File: config.mk
export PLATFORM = sky130hd
export DESIGN_NAME = lm_sequencer
export DESIGN_NICKNAME = d
export VERILOG_FILES = /design/src/rtl/lm_sequencer.sv
export SDC_FILE = /design/constraint.sdc
export NUM_CORES = 1
export LEC_CHECK = 0
export CAP_MARGIN = 20
export CELL_PAD_IN_SITES_DETAIL_PLACEMENT = 2
export CELL_PAD_IN_SITES_GLOBAL_PLACEMENT = 2
export CORE_ASPECT_RATIO = 0.5
export CORE_MARGIN = 2
export CORE_UTILIZATION = 29
export CTS_CLUSTER_SIZE = 40
export DETAILED_ROUTE_END_ITERATION = 16
export PLACE_DENSITY_LB_ADDON = 0.12
export SLEW_MARGIN = 20
export SYNTH_ARGS = -nofsm -noshare
export SYNTH_HDL_FRONTEND = slang
export SYNTH_SLANG_ARGS = --single-unit
File: constraint.sdc
create_clock -name clk -period 3.81 [get_ports clk]
set_clock_uncertainty 0.05 [all_clocks]
set_input_delay 0.9525 -clock clk [delete_from_list [all_inputs] [get_ports clk]]
set_output_delay 0.9525 -clock clk [all_outputs]
set_load 0.05 [all_outputs]
File: src/rtl/lm_sequencer.sv
// Load-multiple sequencer: turns one start request (base address plus
// register mask) into a chain of single-outstanding memory reads, each
// followed by one register file write, in ascending register order.
//
// Ports:
//   clk, rst          clock and synchronous active-high reset
//   start             one-cycle request, honoured only while idle
//   base_addr         word address of the lowest selected register
//   reg_mask          bit i selects Ri; bit 7 (R7) is ignored
//   mem_rd_en         one-cycle read request to data memory
//   mem_addr          read address, held between requests
//   mem_rd_data       read data from memory
//   mem_rd_valid      read data strobe, honoured only while waiting
//   rf_write_en       one-cycle register file write strobe
//   rf_write_address  destination register (0..6), held between writes
//   rf_write_data     captured read data, held between writes
//   busy              high whenever a request is in progress
//   done              one-cycle pulse closing every accepted request

module lm_sequencer (
    input  logic        clk,
    input  logic        rst,
    input  logic        start,
    input  logic [15:0] base_addr,
    input  logic [7:0]  reg_mask,
    output logic        mem_rd_en,
    output logic [15:0] mem_addr,
    input  logic [15:0] mem_rd_data,
    input  logic        mem_rd_valid,
    output logic        rf_write_en,
    output logic [2:0]  rf_write_address,
    output logic [15:0] rf_write_data,
    output logic        busy,
    output logic        done
);

    typedef enum logic [2:0] {
        S_IDLE,
        S_REQ,
        S_WAIT,
        S_WR,
        S_DONE
    } state_t;

    state_t      r_state;
    logic [6:0]  r_mask;
    logic [15:0] r_addr;
    logic [15:0] r_data;
    logic        r_rd_en;
    logic [15:0] r_mem_addr;
    logic        r_we;
    logic [2:0]  r_wa;
    logic        r_busy;
    logic        r_done;

    logic [2:0]  w_low_idx;
    logic [6:0]  w_mask_next;
    logic [15:0] w_addr_inc;

    // Index of the lowest pending register; scanning downward lets
    // the last hit (the lowest set bit) win.
    always_comb begin
        w_low_idx = 3'd0;
        for (int i = 6; i >= 0; i--) begin
            if (r_mask[i]) begin
                w_low_idx = 3'(i);
            end
        end
    end

    // Clearing the lowest set bit retires the register just written.
    assign w_mask_next = r_mask & (r_mask - 7'd1);
    assign w_addr_inc  = r_addr + 16'd1;

    always_ff @(posedge clk) begin
        if (rst) begin
            r_state    <= S_IDLE;
            r_mask     <= 7'd0;
            r_addr     <= 16'd0;
            r_data     <= 16'd0;
            r_rd_en    <= 1'b0;
            r_mem_addr <= 16'd0;
            r_we       <= 1'b0;
            r_wa       <= 3'd0;
            r_busy     <= 1'b0;
            r_done     <= 1'b0;
        end else begin
            case (r_state)
                S_IDLE: begin
                    if (start) begin
                        r_addr <= base_addr;
                        r_mask <= reg_mask[6:0];
                        r_busy <= 1'b1;
                        if (reg_mask[6:0] == 7'd0) begin
                            r_done  <= 1'b1;
                            r_state <= S_DONE;
                        end else begin
                            r_rd_en    <= 1'b1;
                            r_mem_addr <= base_addr;
                            r_state    <= S_REQ;
                        end
                    end
                end
                S_REQ: begin
                    r_rd_en <= 1'b0;
                    r_state <= S_WAIT;
                end
                S_WAIT: begin
                    if (mem_rd_valid) begin
                        r_data  <= mem_rd_data;
                        r_we    <= 1'b1;
                        r_wa    <= w_low_idx;
                        r_state <= S_WR;
                    end
                end
                S_WR: begin
                    r_we   <= 1'b0;
                    r_mask <= w_mask_next;
                    r_addr <= w_addr_inc;
                    if (w_mask_next == 7'd0) begin
                        r_done  <= 1'b1;
                        r_state <= S_DONE;
                    end else begin
                        r_rd_en    <= 1'b1;
                        r_mem_addr <= w_addr_inc;
                        r_state    <= S_REQ;
                    end
                end
                S_DONE: begin
                    r_done  <= 1'b0;
                    r_busy  <= 1'b0;
                    r_state <= S_IDLE;
                end
                default: begin
                    r_rd_en <= 1'b0;
                    r_we    <= 1'b0;
                    r_done  <= 1'b0;
                    r_busy  <= 1'b0;
                    r_state <= S_IDLE;
                end
            endcase
        end
    end

    assign mem_rd_en        = r_rd_en;
    assign mem_addr         = r_mem_addr;
    assign rf_write_en      = r_we;
    assign rf_write_address = r_wa;
    assign rf_write_data    = r_data;
    assign busy             = r_busy;
    assign done             = r_done;

endmodule
==> results.md <==
| Result | This run | Unit |
|:---|:---|:---|
| Syn-to-layout area delta | 42.2 | % |
| Final hold violation count | 0 | - |
| Internal power | 1.59 | mW |
| Net count after synthesis | 420 | - |
| Fin crit period | 3040 | ps |
| Maximum number of pins on one net before global-route repair | 38 | - |
| Power per standard cell area | 575 | nW/um2 |
| Maximum operating frequency | 0.329 | GHz |
| Most instantiated cells after synthesis | 71 x nand2_1, 65 x dfxtp_1, 45 x a21oi_1 | - |
| Share of synthesized area occupied by flip-flops and latches | 43.5 | % |
| Vias | 3089 | - |
| Pre-CTS setup slack | 418 | ps |
| Clock Path Buffers | 2 | - |
| Largest stage delay, worst path | 660 | ps |
| Number of synthesis warnings | 0 | - |
| Clock network latency to the later pin of the worst-skew pair | 330 | ps |
| Floorplan die area | 11200 | um2 |
| Starting Density | 29.6 | % |
| Count of mapped cells out of synthesis | 375 | - |
| Total of endpoints with negative setup slack in the final report | 0 | - |
| Initial antenna violation count | 0 | - |
| Switching pwr | 857 | uW |
| Post-route DRC violation count | 0 | - |
| Layout fillers | 1095 | - |
| Final total power | 2.45 | mW |
| Outcome | completed | - |
| DIE WIDTH | 148 | um |
| Number of maximum-capacitance constraint violations | 0 | - |
| Setup TNS | 0 | ps |
| CP cell instances | clkdlybuf4s50_1 -> or4b_1 -> a32oi_1 -> o31ai_4 -> buf_6 -> a211o_1 -> a21oi_1 | - |
| Final net count | 497 | - |
| CTS H-tree lvls | 3 | - |
| Leakage component of the power | 1.50 | nW |
| Clock transition at the registers of the reported paths | 60 | ps |
| Die boundary height | 75.9 | um |
| Clock tree from TritonCTS | built | - |
| Cells taking the most area after synthesis | dfxtp_1 43%, nand2_1 8.9%, a21oi_1 7.5% | - |
| Fraction of post-synthesis cell area in the top cell type by area | 43.5 | % |
| Count of boundary I/O pins | 83 | - |
| Measured slew at the worst slew-check pin | 757 | ps |
| Total routing usage reported by global routing | 20.2 | % |
| Antenna diode count | 0 | - |
| Count of standard-cell rows | 26 | - |
| Synth cell types | 49 | - |
| Clk sink count | 65 | - |
| Resized Gates After CTS | 0 | - |
| Flip-flop cell with the highest count after synthesis | dfxtp_1 | - |
| Half-perimeter wire length after detailed placement | 7430 | um |
| Leading cell type by number of instances after synthesis | nand2_1 | - |
| Post-Synthesis Mean Instance Area | 7.98 | um2 |
| Number of global-route vias before repair | 3302 | - |
| Crit path buffers/inverters | 2 | - |
| Remaining antenna violation count after routing | 0 | - |
| Proportion of power drawn by flip-flops and latches | 35.6 | % |
| Number of slew-limit violations in the final report | 0 | - |
| Via density | 5.17 | - |
| Highest fanout seen on the critical path | 10 | - |
| Slowest CP cell | or4b_1 | - |
| Class of the most critical hold timing path | flip-flop to flip-flop | - |
| PortBufs | 81 | - |
| Netlist Area Pre-Place | 2990 | um2 |
| Setup Buffers After CTS | 0 | - |
| WL final | 10800 | um |
| Worst path required time | 4020 | ps |
| First-pass GRT wire length | 17600 | um |
| Area taken by flip-flops and latches | 1300 | um2 |
| Cell class contributing the biggest share of worst-path delay | compound AO/OA/AOI/OAI gates | - |
| Placeable core region | 10100 | um2 |
| GPL Wtd Cong | 0.806 | - |
| Worst EP arrival | 3250 | ps |
| Unrepaired setup endpoints after global routing | no | - |
| Count of state elements after synthesis | 65 | - |
| Critical Path Start Type | primary input | - |
| Utilization after layout | 42.1 | % |
| Fraction of power consumed by combinational cells | 28.8 | % |
| Nature of the critical path endpoint | flip-flop | - |
| Area of the multi-input gates | 1560 | um2 |
| Clock root buffer master | clkbuf_16 | - |
| Final setup margin | 768 | ps |
| Number of flops mapped to enable cells by yosys | 0 | - |
| Category of the critical setup timing path | primary input to flip-flop | - |
| Cell accounting for the most synthesized area | dfxtp_1 | - |
| Number of violations reported at the end of detailed-routing iteration 0 | 131 | - |
| Number of detailed-routing iterations run before antenna repair | 4 | - |
| Headroom to the max-slew limit | 49.5 | % |
| Clock network power share | 35.6 | % |
| Overflow left after global routing | 0 | - |
| Net switching share of the total power | 35.0 | % |
| Avg WL per Cell | 18.1 | um |
| Share of the clock period used by the worst path | 79.8 | % |
| Cts bufs inserted | 9 | - |
| Share of post-route cells with drive strength above 1 | 7.22 | % |
| Number of buffers inserted for hold repair after clock tree synthesis | 0 | - |
| Share of flip-flops with an asynchronous set or reset after synthesis | 0 | % |
| Max VDD drop | 0.217 | mV |
==> worst min-delay path: cells and delay by family, from the launching register on <==
kind	cells	cell delay [ps]
AND/OR/NAND/NOR	1	50
flip-flops	1	310
AO/OA/AOI/OAI	1	50
==> area by class of cell <==
type / count / area share [%]
sequential: 65 / 30.6
timing repair buffer: 88 / 20.3
multi-input combinational: 278 / 36.7
clock buffer: 12 / 6.26
clock inverter: 4 / 1.18
tap: 140 / 4.12
inverter: 10 / 0.882
==> power groups by stage <==
| stage | Combinational, mW | Clock (mW) | Sequential [mW] |
|---|---|---|---|
| floorplan | 0.315 | 0 | 1.01 |
| global placement | 0.672 | 0 | 0.874 |
| detailed placement | 0.700 | 0 | 0.885 |
| CTS | 0.709 | 0.892 | 0.872 |
| global route | 0.766 | 0.934 | 0.889 |
| finish | 0.705 | 0.871 | 0.872 |
==> placed cells by master, fill, tap and decap left out, types with 2 or more instances in the layout <==
master and n:
a211o_1 7, a211oi_1 3, a21oi_1 45, a221oi_2 2, a22oi_1 4, a31o_1 2
a31oi_1 6, and2_1 2, and3b_1 2, buf_4 6, clkbuf_16 9, clkbuf_8 3
clkdlybuf4s50_1 80, clkinvlp_4 2, dfxtp_1 65, inv_1 10, mux2i_1 9, nand2_1 71
nand3_1 6, nand4_1 5, nor2_1 37, nor2b_1 2, nor3_1 12, nor4_1 6
o211ai_1 2, o21ai_0 14, o22ai_1 4, o31ai_1 2, or3_1 5, or4_1 3
xnor2_1 7
==> logic make-up (layout without fill, tap and decap cells) <==
group,Yosys count,count (layout),share of synthesized area (%)
mux,9,9,3.01
xor+xnor,7,7,2.05
fa+ha+maj,2,2,0.794
flops,65,65,43.5
compound gates,102,102,22.1
simple gates,158,158,24.0
buf+inv,32,114,4.55
==> layer usage <==
layer	vias to the layer above	GRT usage (%)	routed length, um
met2	57	37.6	5270
met1	1535	24.0	5050
met4	0	6.09	82
met3	8	4.73	426
li1	1489	-	-
met5	-	0	0
==> flip-flops by register name, summed over array words and instances, names as in the netlist, 3 cells and up <==
register	count
r_addr	16
r_state	3
r_mask	7
rf_write_data	16
rf_write_address	3
mem_addr	16
==> worst paths after layout <==
check / startpoint / to / slack (ps) / cells past startpoint
worst max-delay path: start / mem_addr[11] / 770 / 7
worst min-delay path: rf_write_address[2] / rf_write_address[2] / 400 / 2
worst max register to register: r_state[2] / mem_addr[11] / 1320 / 6
worst min register to register: rf_write_address[2] / rf_write_address[2] / 400 / 2
==> stage by stage <==
step                instances  cell area [um2]  hold WS [ps]
floorplan                 375             2990           391
global placement          580             3930           391
detailed placement        580             3930           399
CTS                       596             4250           407
global route              597             4260           443
finish                    597             4260           403
No activity file was read; power rests on OpenSTA's default activity.
